[config.mk]
export PLATFORM = sky130hd
export DESIGN_NAME = temp_scan_display
export DESIGN_NICKNAME = d
export VERILOG_FILES = /design/src/rtl/temp_scan_display.sv
export SDC_FILE = /design/constraint.sdc
export NUM_CORES = 1
export LEC_CHECK = 0
export ABC_AREA = 1
export BUFFER_PORTS_ARGS = -buffer_cell sky130_fd_sc_hd__buf_2
export CAP_MARGIN = 20
export CORE_MARGIN = 2
export CORE_UTILIZATION = 53
export DETAILED_ROUTE_END_ITERATION = 12
export GPL_ROUTABILITY_DRIVEN = 0
export PLACE_DENSITY_LB_ADDON = 0.05
export REMOVE_ABC_BUFFERS = 1
export SLEW_MARGIN = 5
export SYNTH_ARGS = -nofsm -noshare
export SYNTH_HDL_FRONTEND = slang
export SYNTH_SLANG_ARGS = --single-unit
[constraint.sdc]
create_clock -name clk -period 1.18 [get_ports clk]
set_input_delay 0.059 -clock clk [delete_from_list [all_inputs] [get_ports clk]]
set_output_delay 0.059 -clock clk [all_outputs]
set_load 0.03 [all_outputs]
[src/rtl/temp_scan_display.sv]
`default_nettype none
`timescale 1ns/1ps
// ============================================================================
// Module   : temp_scan_display
// Brief    : Sensor word to BCD (double-dabble), hysteretic cold/normal/hot
//            class, and time-multiplexed common-anode 7-segment scan.
// Revision : 1.0 - initial release
// ============================================================================
module temp_scan_display #(
  parameter int N_DIGITS = 4,
  parameter int SCAN_DIV = 50000,
  parameter int INT_W    = 6,
  parameter int LO_TH    = 65,
  parameter int HI_TH    = 71,
  parameter int HYST     = 1
) (
  input  logic                clk,
  input  logic                rst_n,
  input  logic [15:0]         data,
  input  logic                data_valid,
  output logic                ready,
  output logic                conv_done,
  output logic [11:0]         int_bcd,
  output logic                frac5,
  output logic [1:0]          cls,
  output logic [7:0]          seg,
  output logic [N_DIGITS-1:0] cs
);

  localparam int CNT_W  = $clog2(INT_W + 1);
  localparam int SCAN_W = $clog2(SCAN_DIV);
  localparam int IDX_W  = $clog2(N_DIGITS);

  localparam logic [CNT_W-1:0]  CNT_LAST  = CNT_W'(INT_W - 1);
  localparam logic [SCAN_W-1:0] SCAN_LAST = SCAN_W'(SCAN_DIV - 1);
  localparam logic [IDX_W-1:0]  IDX_LAST  = IDX_W'(N_DIGITS - 1);

  localparam logic [31:0] HI_C  = 32'(HI_TH);
  localparam logic [31:0] LO_C  = 32'(LO_TH);
  localparam logic [31:0] HI_HC = 32'(HI_TH - HYST);
  localparam logic [31:0] LO_HC = 32'(LO_TH - HYST);

  localparam logic [1:0] CLS_COLD = 2'd0;
  localparam logic [1:0] CLS_NORM = 2'd1;
  localparam logic [1:0] CLS_HOT  = 2'd2;

  typedef enum logic [1:0] {
    S_IDLE   = 2'd0,
    S_CONV   = 2'd1,
    S_COMMIT = 2'd2
  } state_t;

  state_t              state_q, state_d;
  logic [CNT_W-1:0]    cnt_q, cnt_d;
  logic [INT_W-1:0]    sh_q, sh_d;
  logic [INT_W-1:0]    raw_q, raw_d;
  logic                half_q, half_d;
  logic [11:0]         bcd_q, bcd_d;
  logic [11:0]         int_bcd_q, int_bcd_d;
  logic                frac5_q, frac5_d;
  logic [1:0]          cls_q, cls_d;
  logic                done_q, done_d;
  logic [SCAN_W-1:0]   scan_q, scan_d;
  logic [IDX_W-1:0]    idx_q, idx_d;

  logic [11:0]         w_adj;
  logic [31:0]         w_t;
  logic [1:0]          w_cls_new;
  logic [7:0]          w_idx;
  logic                w_unused;

  function automatic logic [11:0] dd_adj(input logic [11:0] b);
    logic [11:0] r;
    r = b;
    for (int k = 0; k < 3; k++) begin
      if (r[4*k +: 4] >= 4'd5) r[4*k +: 4] = r[4*k +: 4] + 4'd3;
    end
    return r;
  endfunction

  function automatic logic [7:0] glyph(input logic [3:0] d);
    case (d)
      4'd0:    return 8'hc0;
      4'd1:    return 8'hf9;
      4'd2:    return 8'ha4;
      4'd3:    return 8'hb0;
      4'd4:    return 8'h99;
      4'd5:    return 8'h92;
      4'd6:    return 8'h82;
      4'd7:    return 8'hf8;
      4'd8:    return 8'h80;
      4'd9:    return 8'h90;
      default: return 8'hff;
    endcase
  endfunction

  assign w_adj    = dd_adj(bcd_q);
  assign w_t      = 32'({raw_q, half_q});
  assign w_unused = ^{data[15:8], data[6:0], w_adj[11]};

  always_comb begin
    w_cls_new = cls_q;
    case (cls_q)
      CLS_COLD: begin
        if (w_t >= HI_C)      w_cls_new = CLS_HOT;
        else if (w_t >= LO_C) w_cls_new = CLS_NORM;
      end
      CLS_NORM: begin
        if (w_t >= HI_C)       w_cls_new = CLS_HOT;
        else if (w_t < LO_HC)  w_cls_new = CLS_COLD;
      end
      CLS_HOT: begin
        if (w_t < LO_HC)       w_cls_new = CLS_COLD;
        else if (w_t < HI_HC)  w_cls_new = CLS_NORM;
      end
      default: w_cls_new = CLS_COLD;
    endcase
  end

  always_comb begin
    state_d   = state_q;
    cnt_d     = cnt_q;
    sh_d      = sh_q;
    raw_d     = raw_q;
    half_d    = half_q;
    bcd_d     = bcd_q;
    int_bcd_d = int_bcd_q;
    frac5_d   = frac5_q;
    cls_d     = cls_q;
    done_d    = 1'b0;
    case (state_q)
      S_IDLE: begin
        if (data_valid) begin
          sh_d    = data[8 +: INT_W];
          raw_d   = data[8 +: INT_W];
          half_d  = data[7];
          bcd_d   = 12'd0;
          cnt_d   = '0;
          state_d = S_CONV;
        end
      end
      S_CONV: begin
        // add-3 correction first, then shift the next binary MSB into the BCD LSB
        bcd_d = {w_adj[10:0], sh_q[INT_W-1]};
        sh_d  = sh_q << 1;
        cnt_d = cnt_q + 1'b1;
        if (cnt_q == CNT_LAST) state_d = S_COMMIT;
      end
      S_COMMIT: begin
        int_bcd_d = bcd_q;
        frac5_d   = half_q;
        cls_d     = w_cls_new;
        done_d    = 1'b1;
        state_d   = S_IDLE;
      end
      default: state_d = S_IDLE;
    endcase
  end

  always_comb begin
    scan_d = scan_q + 1'b1;
    idx_d  = idx_q;
    if (scan_q == SCAN_LAST) begin
      scan_d = '0;
      idx_d  = (idx_q == IDX_LAST) ? '0 : idx_q + 1'b1;
    end
  end

  always_ff @(posedge clk or negedge rst_n) begin
    if (!rst_n) begin
      state_q   <= S_IDLE;
      cnt_q     <= '0;
      sh_q      <= '0;
      raw_q     <= '0;
      half_q    <= 1'b0;
      bcd_q     <= 12'd0;
      int_bcd_q <= 12'd0;
      frac5_q   <= 1'b0;
      cls_q     <= CLS_COLD;
      done_q    <= 1'b0;
      scan_q    <= '0;
      idx_q     <= '0;
    end else begin
      state_q   <= state_d;
      cnt_q     <= cnt_d;
      sh_q      <= sh_d;
      raw_q     <= raw_d;
      half_q    <= half_d;
      bcd_q     <= bcd_d;
      int_bcd_q <= int_bcd_d;
      frac5_q   <= frac5_d;
      cls_q     <= cls_d;
      done_q    <= done_d;
      scan_q    <= scan_d;
      idx_q     <= idx_d;
    end
  end

  assign ready     = (state_q == S_IDLE);
  assign conv_done = done_q;
  assign int_bcd   = int_bcd_q;
  assign frac5     = frac5_q;
  assign cls       = cls_q;

  assign w_idx = 8'(idx_q);

  // Decoded only from registers so the display never sees in-flight BCD.
  always_comb begin
    seg = 8'hff;
    case (w_idx)
      8'd0: seg = frac5_q ? 8'h92 : 8'hc0;
      8'd1: seg = glyph(int_bcd_q[3:0]) & 8'h7f;
      8'd2: seg = (int_bcd_q[11:4] == 8'h00) ? 8'hff : glyph(int_bcd_q[7:4]);
      8'd3: seg = (int_bcd_q[11:8] == 4'h0) ? 8'hff : glyph(int_bcd_q[11:8]);
      8'd4: begin
        case (cls_q)
          CLS_COLD: seg = 8'hc6;
          CLS_NORM: seg = 8'hab;
          CLS_HOT:  seg = 8'h89;
          default:  seg = 8'hff;
        endcase
      end
      default: seg = 8'hff;
    endcase
  end

  for (genvar i = 0; i < N_DIGITS; i++) begin : g_cs
    assign cs[i] = (w_idx != 8'(i));
  end

endmodule
`default_nettype wire

* After elaboration in Yosys (flattened, before gate mapping)
Memories as Yosys holds them, arrays and structs flattened. Index checks and enable logic that the tools add are counted.
Cells by class: add/subtract/negate cells 6, multiply operators 0, div/mod/pow operators 0, order comparisons 7, equal/unequal tests 17, shift-type cells 0, mux-type cells 26, bitwise logic cells 0, reductions and logical operators 11
Operators with widths (number):
- one-hot mux 8 bit (4 select lines) | 1
- one-hot mux 12 bit (2 select lines) | 1
- two-way mux 2 bit | 9
- adder 16 x 1 -> 16 bit (second input constant) | 1
- equality test 16 bit (second input constant) | 1
- logical NOT 8 bit | 2
- two-way mux 16 bit | 1
- two-way mux 8 bit | 2
- greater-or-equal comparator 7 bit (second input constant) | 2
- less-than comparator 7 bit (second input constant) | 2
- greater-or-equal comparator 4 x 3 -> 1 bit (second input constant) | 3
- two-way mux 12 bit | 1
- one-hot mux 6 bit (2 select lines) | 1
- != test 3 bit (second input constant) | 3
- adder 4 x 2 -> 4 bit (second input constant) | 2
- equality test 2 bit (second input constant) | 4
- two-way mux 4 bit | 2
- != test 2 bit (second input constant) | 4
- nonzero test 8 bit | 1
- two-way mux 7 bit | 1
- equality test 2 x 1 -> 1 bit (second input constant) | 3
- two-way mux 3 bit | 2
- two-way mux 6 bit | 1
- one-hot mux 2 bit (3 select lines) | 1
- other kinds (13) | 16
Word-level totals: bits in registers 64, latch bits 0, bits in writable memories 0, ROM bits 336, bits of input ports 19, output and inout port bits 29, word-level logic and storage cells 82, memories 3
Memory list:
- (name not given) | depth 16, width 7, read ports 1, clocked after Yosys merged registers in 0, wr ports 0, RTL line 82 | case (d)
- (name not given) | depth 16, width 7, read ports 1, clocked after Yosys merged registers in 0, wr ports 0, RTL line 82
- (name not given) | depth 16, width 7, read ports 1, clocked after Yosys merged registers in 0, wr ports 0, RTL line 82

* Longest topological paths before layout
Gate-level depths: netlist (run 1).
depth after elaboration 4, depth in mapped cells 9

* Least setup slack after synthesis (run 1)
Ideal clock, no wire load.
kind reg2out, start register idx_q[0], end output seg[1], data arrival time 1646 ps, required time 1121 ps, setup slack -525 ps, cell stages (with the launch flop) 10, buffers on the path 1, path through dfrtp_1 -> inv_1 -> ha_1 -> buf_2 -> inv_1 -> nand4_1 -> nand2_1 -> inv_1 -> nand2_1 -> nand3b_1
Between the ends: longest elaborated chain between the ends 2, elaborated cells on any way between the ends 5
RTL lines:
- from (decl) | RTL line 64 | logic [IDX_W-1:0] idx_q, idx_d;
- from (signal assigned) | RTL line 195 | idx_q <= idx_d;
- logical NOT 8 bit, or another cell as far along | RTL line 210 | case (w_idx)
- one-hot mux 8 bit (4 select lines) (*) | RTL line 210
- to (decl) | RTL line 26 | output logic [7:0] seg,
Every way passes the cells marked *; elsewhere a longest branch is shown, timed or not.

* Final worst setup path (run 1)
start register idx_q[1], end output seg[3]
Same word-level chain as after synthesis.

==> flow_metrics.tcl, run 1 <==
set metrics [dict create \
    status "complete, but fails checks" \
    violations "negative setup slack" \
    cpLargestDelayFamily "buffers and inverters" \
    synth.distinct_cells 29 \
    yosys.area_share.xor_xnor_pct 1.38 \
    wire_per_inst_um 19.9 \
    vdd_ir_drop_max_mv 1.85 \
    slew_headroom_pct 70.5 \
    grt_usage_pct 30.5 \
    cts_buffers 9 \
    p_leak_nw 3.20 \
    grt-busiest-layer "met2" \
    hold_class "primary input to flip-flop" \
    dieArea_um2 7880 \
    finClkSkew_ns 0.0108 \
    max_stage_delay_ns 0.46 \
    cp.arrival_ns 1.97 \
    min_period_over_period_pct 172 \
    reg2reg_depth 6 \
    synth_fa_ha_area_share_pct 9.86 \
    cts_buffer_depth 2 \
    die_w_um 88.8 \
    clock-root-buffer "clkbuf_8" \
    dp_hpwl_um 6820 \
    die-height_um 88.8 \
    slowest_stage "dfrtp_1" \
    ios 48 \
    grt_max_degree 65 \
    worst_hold_path.num_cells 5 \
    cp_num_cells 9 \
    placed_area_um2 4780 \
    synth.most_common_cell "nand2_1" \
    synth_mux_area_share_pct 0 \
    fmax_ghz 0.492 \
    endpoint_kind "primary output" \
    n_antenna_cell 0 \
    setup_violations 56 \
    cp_cell_sequence "inv_2 -> ha_4 -> inv_2 -> nand4_1 -> buf_4 -> inv_4 -> a21oi_2 -> nand3_2 -> buf_6" \
    cp.required_ns 1.12 \
    synthesis.area_per_instance_um2 7.49 \
    antenna_found_initial 0 \
    drive_above_1_share_pct 50.9 \
    cts.clk_slew.worst_paths_ns 0.09 \
    drc 0 \
    cts_tree "done" \
    ys_async_sr_fraction_pct 100 \
    grt_pass1_vias 4029 \
    synthCells 508 \
    fin_nets 729 \
    ys_seq_elements 64 \
    startpoint "idx_q[1]" \
    min_from "data_valid" \
    cp_common_cell "inv_2" \
    cp-start-kind "flip-flop" \
    tightest_slew_ns 0.438 \
    utilization_pct 92.8 \
    synth_top_family_by_area "simple AND/OR/NAND/NOR gates" \
    use_met2_pct 53.1 \
    rsz0062_at_grt "yes" \
    yosys.area.top_type_share_pct 42.1 \
    place_ws_ns -0.379 \
    grt_pass1_wl_um 18500 \
    clock_sinks 64 \
    syn_area_um2 3810 \
    path_class "flip-flop to primary output" \
    cp_num_buf_inv 5 \
    synth-compound-area-share_pct 11.9 \
    drtIter0Drc 490 \
    vias_per_cell 5.98 \
    ys_seq_area_share_pct 42.1 \
    core_area_um2 6870 \
    vias 4673 \
    final_cell_area_um2 6370 \
    power.density_nw_per_um2 2480 \
    cp_max_fo 3 \
    setup-tns-final_ns -13.90 \
    worstReg2RegStart "scan_q[6]" \
    overflow 0 \
    syn2layout_area_growth_pct 67.3 \
    netlist_top_cells_area "dfrtp_1 (42%), nand2_1 (13%), ha_1 (9.9%)" \
    synth_edf_count 0 \
    dr.pass1.iters 6 \
    clkLatencyLatePin_ns 0.35 \
    drt-total-wl_um 15500 \
    htree_levels 3 \
    use_met1_pct 37.3 \
    fin_hold_ws_ns 0.209 \
    ant_nets 0 \
    grt_util_met3_pct 5.04 \
    yosys.area.top_type "dfrtp_1" \
    portBuffers 38 \
    synth-simple-area-share_pct 26.5 \
    yosys-top-cells-count "nand2_1 (130), inv_1 (74), dfrtp_1 (64)" \
    synth_ff_type "dfrtp_1" \
    fin_ws_ns -0.852 \
    drv_slew 0 \
    fin_crit_ns 2.03 \
    finalHoldViolations 0 \
    num_rows 30 \
    initial_core_util_pct 55.4 \
    cap_violations 0 \
    yosys_warnings 0 \
]
sequential cells by signal, summed over array words and instances (netlist names):
name       cells
frac5          1
bcd_q         12
state_q        2
half_q         1
cnt_q          3
conv_done      1
idx_q          2
raw_q          6
sh_q           6
scan_q        16
cls            2
int_bcd       12
metrics by stage:
step	power, W	cells
final	0.0158	781
after global routing	0.0165	781
after CTS	0.0133	764
after detailed placement	0.00979	724
after global placement	0.00957	724
after floorplan	0.00708	502
report_power, final:
part / total, W / internal, W / leakage, nW / switching [W]
combinational: 0.00978 / 0.00420 / 2.27 / 0.00558
sequential: 0.00369 / 0.00292 / 0.807 / 0.000770
clock: 0.00235 / 0.00133 / 0.121 / 0.00103
total: 0.0158 / 0.00845 / 3.20 / 0.00737
kinds of logic after synthesis:
logic type / count (synthesis)
AOI/OAI and AO/OA: 83
xor gates and xnor gates: 6
adders and majority gates: 30
buffers and inverters: 81
DFF: 64
and+or+nand+nor: 244
metal layers:
layer / routed length (µm) / part of all wire [%] / vias to the layer above
met1: 5580 / 36 / 2209
met2: 7630 / 49 / 351
met5: 0 / 0 / -
met4: 1080 / 7.0 / 0
met3: 1230 / 7.9 / 141
li1: - / - / 1972
worst register-to-register path, stage by stage (launching register included):
cell	delay (ns)
dfrtp_1	0.51
nand4_1	0.31
nor2_2	0.26
nand2_4	0.16
inv_8	0.13
nand2_2	0.07
o21ai_2	0.08
timing repair:
item,in CTS,in global routing
cloned,1,1
resized for setup,172,143
endpoints found under the hold margin,76,0
pin swaps,61,58
buffers inserted,19,17
hold buffers,8,0
endpoints found under the setup margin,57,67
cells in the final DEF, fill, tap and decap left out, types with 11 or more instances in the layout:
cell       n
nor2_2    12
nor2_1    32
nand2_2   29
buf_6     38
inv_1     41
ha_4      14
nand2_1   95
nand3_2   13
o21ai_0   24
nand3_1   16
dfrtp_1   58
buf_2     20
buf_4     96
inv_2     26
clkbuf_8  11
nor2_4    21
o21ai_1   19
final timing paths:
kind                              endpoint  slack (ns)
worst max-delay path                seg[3]       -0.85
worst max register to register    idx_q[1]       -0.40
worst min register to register    cnt_q[0]        0.52
max in group asynchronous         bcd_q[8]        0.60
min in group asynchronous       int_bcd[4]        0.22
worst min-delay path              raw_q[3]        0.21
cell type report:
cell class | instances | area (µm²)
repair buffers | 166 | 1410
clock inverters | 5 | 86.3
multi-input cells | 363 | 2670
inverters | 75 | 313
well taps | 96 | 120
flip-flops and latches | 64 | 1610
clock buffers | 11 | 151
repair inverters | 1 | 5.00
fillers | 240 | 498
Power figures use the tool's default switching activity.
==> run 2, diff against run 1 <==
--- a/config.mk
+++ b/config.mk
@@ -13,7 +13,6 @@
 export DETAILED_ROUTE_END_ITERATION = 12
 export GPL_ROUTABILITY_DRIVEN = 0
 export PLACE_DENSITY_LB_ADDON = 0.05
-export REMOVE_ABC_BUFFERS = 1
 export SLEW_MARGIN = 5
 export SYNTH_ARGS = -nofsm -noshare
 export SYNTH_HDL_FRONTEND = slang
==> flow_metrics.tcl, run 2 (synthesis gave the netlist of run 1 again) <==
set metrics [dict create \
    clock_sinks 64 \
    fin_hold_ws_ns 0.176 \
    n_antenna_cell 0 \
    power.density_nw_per_um2 2400 \
    ant_nets 0 \
    drt-total-wl_um 14000 \
    grt_pass1_wl_um 17600 \
    rsz0062_at_grt "yes" \
    slew_headroom_pct 75.3 \
    clkLatencyLatePin_ns 0.35 \
    cts.clk_slew.worst_paths_ns 0.07 \
    die-height_um 88.8 \
    vias_per_cell 5.71 \
    met3_length_um 897 \
    clock-root-buffer "clkbuf_8" \
    cp.arrival_ns 1.92 \
    cts_buffers 9 \
    dp_hpwl_um 6880 \
    antenna_found_initial 0 \
    core_area_um2 6870 \
    drtIter0Drc 312 \
    cp-start-kind "flip-flop" \
    syn2layout_area_growth_pct 62.0 \
    ios 48 \
    cts_tree "done" \
    met2WireLength_um 7210 \
    dieArea_um2 7880 \
    drc 0 \
    place_ws_ns -0.476 \
    cp_max_fo 4 \
    cp_cell_sequence "inv_4 -> ha_4 -> clkinvlp_4 -> nand4_1 -> nand2_1 -> a21oi_1 -> nand3_2 -> buf_4" \
    max_stage_delay_ns 0.46 \
    top_layer "met4" \
    placed_area_um2 4930 \
    htree_levels 3 \
    finClkSkew_ns 0.0126 \
    setup-tns-final_ns -11.40 \
    cap_violations 0 \
    endpoint_kind "primary output" \
    fin_nets 732 \
    tightest_slew_ns 0.371 \
    fillCellCount 302 \
    initial_core_util_pct 55.4 \
    grt_pass1_vias 3915 \
    fmax_ghz 0.505 \
    finalHoldViolations 0 \
    min_period_over_period_pct 168 \
    grt_usage_pct 29.3 \
    hold_class "primary input to flip-flop" \
    synth_nets 557 \
    overflow 0 \
    fin_crit_ns 1.98 \
    final_cell_area_um2 6170 \
    fin_ws_ns -0.802 \
    vdd_ir_drop_max_mv 2.33 \
    drive_above_1_share_pct 47.9 \
    dr.pass1.iters 7 \
    portBuffers 38 \
    met1_length_um 5180 \
    grt_max_degree 65 \
    drv_slew 0 \
    cts_buffer_depth 2 \
    cp.required_ns 1.12 \
    status "complete, but fails checks" \
    wire_per_inst_um 17.9 \
    final_common_cell "nand2_1" \
    regMostFlops "scan_q" \
    p_leak_nw 3.12 \
    violations "negative setup slack" \
    die_w_um 88.8 \
    layout_common_cells "nand2_1 (103), buf_4 (101), dfrtp_1 (47), inv_1 (45), nor2_1 (36)" \
    path_class "flip-flop to primary output" \
    largest_reg_flops 16 \
    vias 4470 \
    num_rows 30 \
    slowest_stage "dfrtp_2" \
    setup_violations 47 \
]
==> run 2: cell types whose count changed in the layout (fill, tap and decap cells not counted), moves of 4 or more <==
cell / change
buf_2: +4
ha_4: -4
buf_6: -6
nor2_1: +4
dfrtp_2: +11
ha_1: +7
inv_1: +4
nand2_2: -5
nand2_1: +8
buf_4: +5
dfrtp_1: -11
nor2_4: -4
==> run 2: final timing paths <==
path                       startpoint         end  slack [ns]  depth (start not counted)
max reg2reg                 scan_q[0]  scan_q[13]       -0.31                          7
min in group asynchronous       rst_n  int_bcd[6]        0.25                          3
max                          idx_q[0]      seg[4]       -0.80                          8
min reg2reg                  cnt_q[2]    cnt_q[2]        0.49                          1
max in group asynchronous       rst_n    bcd_q[6]        0.58                          3
min                        data_valid  state_q[0]        0.18                          4
==> run 2: repair_timing <==
item	CTS	global route
resized for setup	115	112
cloned	0	1
setup buffers	17	19
pin swaps	27	45
endpoints found under the hold margin	77	0
hold buffers	8	0
setup endpoints to repair	48	51
==> run 2: per-layer routing <==
layer,track usage (%),vias to the layer above
met5,0,-
met4,11.8,0
met3,4.01,73
met2,51.8,287
met1,36.0,2132
li1,-,1978
==> run 2: final cells by class <==
class	instances	area, µm²	share of cell area (%)
clock inverters	3	42.5	0.690
flip-flops and latches	64	1620	26.3
well taps	96	120	1.95
multi-input cells	363	2510	40.6
clock buffers	12	145	2.35
inverters	75	308	4.99
repair buffers	170	1420	23.1
==> run 2: metrics by stage <==
stage               util [%]  instances  power [W]
CTS                     82.3        766     0.0130
detailed placement      71.8        727     0.0101
global route            89.8        783     0.0156
global placement        71.8        727    0.00988
finish                  89.8        783     0.0148
floorplan                  -        508    0.00731
==> run 2: report_power, final <==
group,internal [W],total [W],switching (W)
clock network,0.00102,0.00194,0.000913
logic,0.00402,0.00904,0.00502
registers,0.00296,0.00383,0.000876
==> run 2: critical path: cells and delay by family (launching register included) <==
family	cells	cell delay [ns]
flops	1	0.46
fa+ha+maj	1	0.15
compound gates	1	0.20
simple gates	3	0.38
buf+inv	3	0.38
==> run 3, diff against run 2 <==
--- a/config.mk
+++ b/config.mk
@@ -12,7 +12,9 @@
 export CORE_UTILIZATION = 53
 export DETAILED_ROUTE_END_ITERATION = 12
 export GPL_ROUTABILITY_DRIVEN = 0
+export HOLD_SLACK_MARGIN = 0.06
 export PLACE_DENSITY_LB_ADDON = 0.05
+export RECOVER_POWER = 25
 export SLEW_MARGIN = 5
 export SYNTH_ARGS = -nofsm -noshare
 export SYNTH_HDL_FRONTEND = slang
==> flow_metrics.tcl, run 3 (synthesis gave the netlist of run 1 again) <==
set metrics [dict create \
    die-height_um 88.8 \
    final_cell_area_um2 6160 \
    cp-start-kind "flip-flop" \
    cp.arrival_ns 1.94 \
    fin_crit_ns 2.00 \
    die_w_um 88.8 \
    num_rows 30 \
    holdPathEnd "state_q[0]" \
    core_area_um2 6870 \
    intPower_w 0.00799 \
    slew_headroom_pct 43.6 \
    place_ws_ns -0.476 \
    portBuffers 38 \
    cts_tree "done" \
    slowest_stage "dfrtp_2" \
    synth_nets 557 \
    finClkSkew_ns 0.0125 \
    violations "negative setup slack" \
    grt_max_degree 65 \
    overflow 0 \
    cp_cell_sequence "inv_4 -> ha_4 -> clkinvlp_4 -> nand4_1 -> nand2_1 -> a21oi_1 -> nand3_2 -> buf_4" \
    switchingPower_w 0.00682 \
    fmax_ghz 0.500 \
    rsz0062_at_grt "yes" \
    swShare_pct 46.0 \
    cp.required_ns 1.12 \
    reg2reg_slack_ns -0.31 \
    drc 0 \
    worst_hold_path.num_cells 4 \
    ios 48 \
    utilization_pct 89.6 \
    ant_nets 0 \
    htree_levels 3 \
    cp_num_buf_inv 3 \
    power.density_nw_per_um2 2410 \
    cts_buffer_depth 2 \
    largest_reg_flops 16 \
    cts_buffers 9 \
    clock_sinks 64 \
    seqPwrFrac_pct 25.9 \
    dp.cells 727 \
    clock_power_share_pct 13.1 \
    max_stage_delay_ns 0.47 \
    fillCellCount 304 \
    setup_violations 47 \
    n_antenna_cell 0 \
    drtIter0Drc 312 \
    cp_max_fo 4 \
    grt_pass1_wl_um 17600 \
    clkLatencyLatePin_ns 0.35 \
    fin_hold_ws_ns 0.175 \
    syn2layout_area_growth_pct 61.7 \
    cpLargestDelayFamily "flip-flops" \
    initial_core_util_pct 55.4 \
    min_from "data_valid" \
    dr.pass1.iters 7 \
    endpoint_kind "primary output" \
    cap_violations 0 \
    drv_slew 0 \
    finalHoldViolations 0 \
    finalNonFillerCells 783 \
    p_leak_nw 3.12 \
    grt_pass1_vias 3915 \
    vias_per_cell 5.69 \
    grt_usage_pct 29.3 \
    dp_hpwl_um 6880 \
    status "complete, but fails checks" \
    clock-root-buffer "clkbuf_8" \
    reg2reg_depth 7 \
    fin_ws_ns -0.820 \
    fin_nets 732 \
    min_period_over_period_pct 170 \
    final_common_cell "nand2_1" \
    dieArea_um2 7880 \
    worstReg2RegStart "scan_q[0]" \
    regMostFlops "scan_q" \
    path_class "flip-flop to primary output" \
    wire_per_inst_um 17.9 \
    vdd_ir_drop_max_mv 2.33 \
    combPwrFrac_pct 61.0 \
    hold_class "primary input to flip-flop" \
    tightest_slew_ns 0.846 \
    reg2reg_to "scan_q[13]" \
    layout_common_cells "nand2_1 (103), buf_4 (102), dfrtp_1 (47), inv_1 (45), nor2_1 (36)" \
    drt-total-wl_um 14000 \
    vias 4452 \
    antenna_found_initial 0 \
    drive_above_1_share_pct 47.9 \
    cts.clk_slew.worst_paths_ns 0.07 \
    placed_area_um2 4930 \
]
==> run 3: cell types whose count changed in the layout (fill, tap and decap cells not counted) <==
cell	change
buf_4	+1
buf_12	-1
==> run 3: per-stage QoR <==
| step | setup TNS [ns] | power (W) |
|---|---|---|
| after detailed placement | -6.46 | 0.0101 |
| after CTS | -7.90 | 0.0130 |
| final | -11.50 | 0.0148 |
| after floorplan | -2.75 | 0.00731 |
| after global routing | -14.48 | 0.0156 |
| after global placement | -4.74 | 0.00988 |
==> run 3: metal layers <==
metal  part of all wire (%)  global-route usage, %
met1                     37                   36.0
met2                     52                   51.8
met3                    6.4                   4.01
met4                    5.0                   11.8
met5                      0                      0
==> run 3: worst max-delay path by stage <==
stage / start / to / cells after the start
after floorplan: idx_q[0] / seg[1] / 9
after global placement: idx_q[1] / seg[6] / 8
after detailed placement: idx_q[1] / seg[6] / 8
after CTS: idx_q[0] / seg[1] / 9
after global routing: idx_q[0] / seg[4] / 8
final: idx_q[0] / seg[4] / 8
==> run 3: power groups by stage <==
stage	logic, W	clock network [W]	registers (W)
floorplan	0.00328	0	0.00402
global placement	0.00631	0	0.00357
detailed placement	0.00651	0	0.00362
CTS	0.00747	0.00189	0.00364
global route	0.00967	0.00201	0.00392
finish	0.00904	0.00194	0.00383
==> run 3: worst min-delay path: stages <==
cell and delay (ns):
buf_2 0.12, nand2_4 0.11, buf_4 0.13, a31oi_1 0.07
==> run 3: timing repair <==
item                                    4_1_cts  5_1_grt
hold endpoints to repair                     77        0
endpoints found under the setup margin       48       51
pin swaps                                    27       45
buffers inserted                             17       19
resized for setup                           115      112
hold buffers                                  8        0
cloned                                        0        1
==> run 3: area by class of cell <==
type | count | area (µm²) | share of cell area [%]
Clock inverter | 3 | 42.5 | 0.691
Tap cell | 96 | 120 | 1.95
Timing Repair Buffer | 170 | 1410 | 22.9
Clock buffer | 12 | 145 | 2.36
Inverter | 75 | 308 | 5.00
Sequential cell | 64 | 1620 | 26.4
Multi-Input combinational cell | 363 | 2510 | 40.7
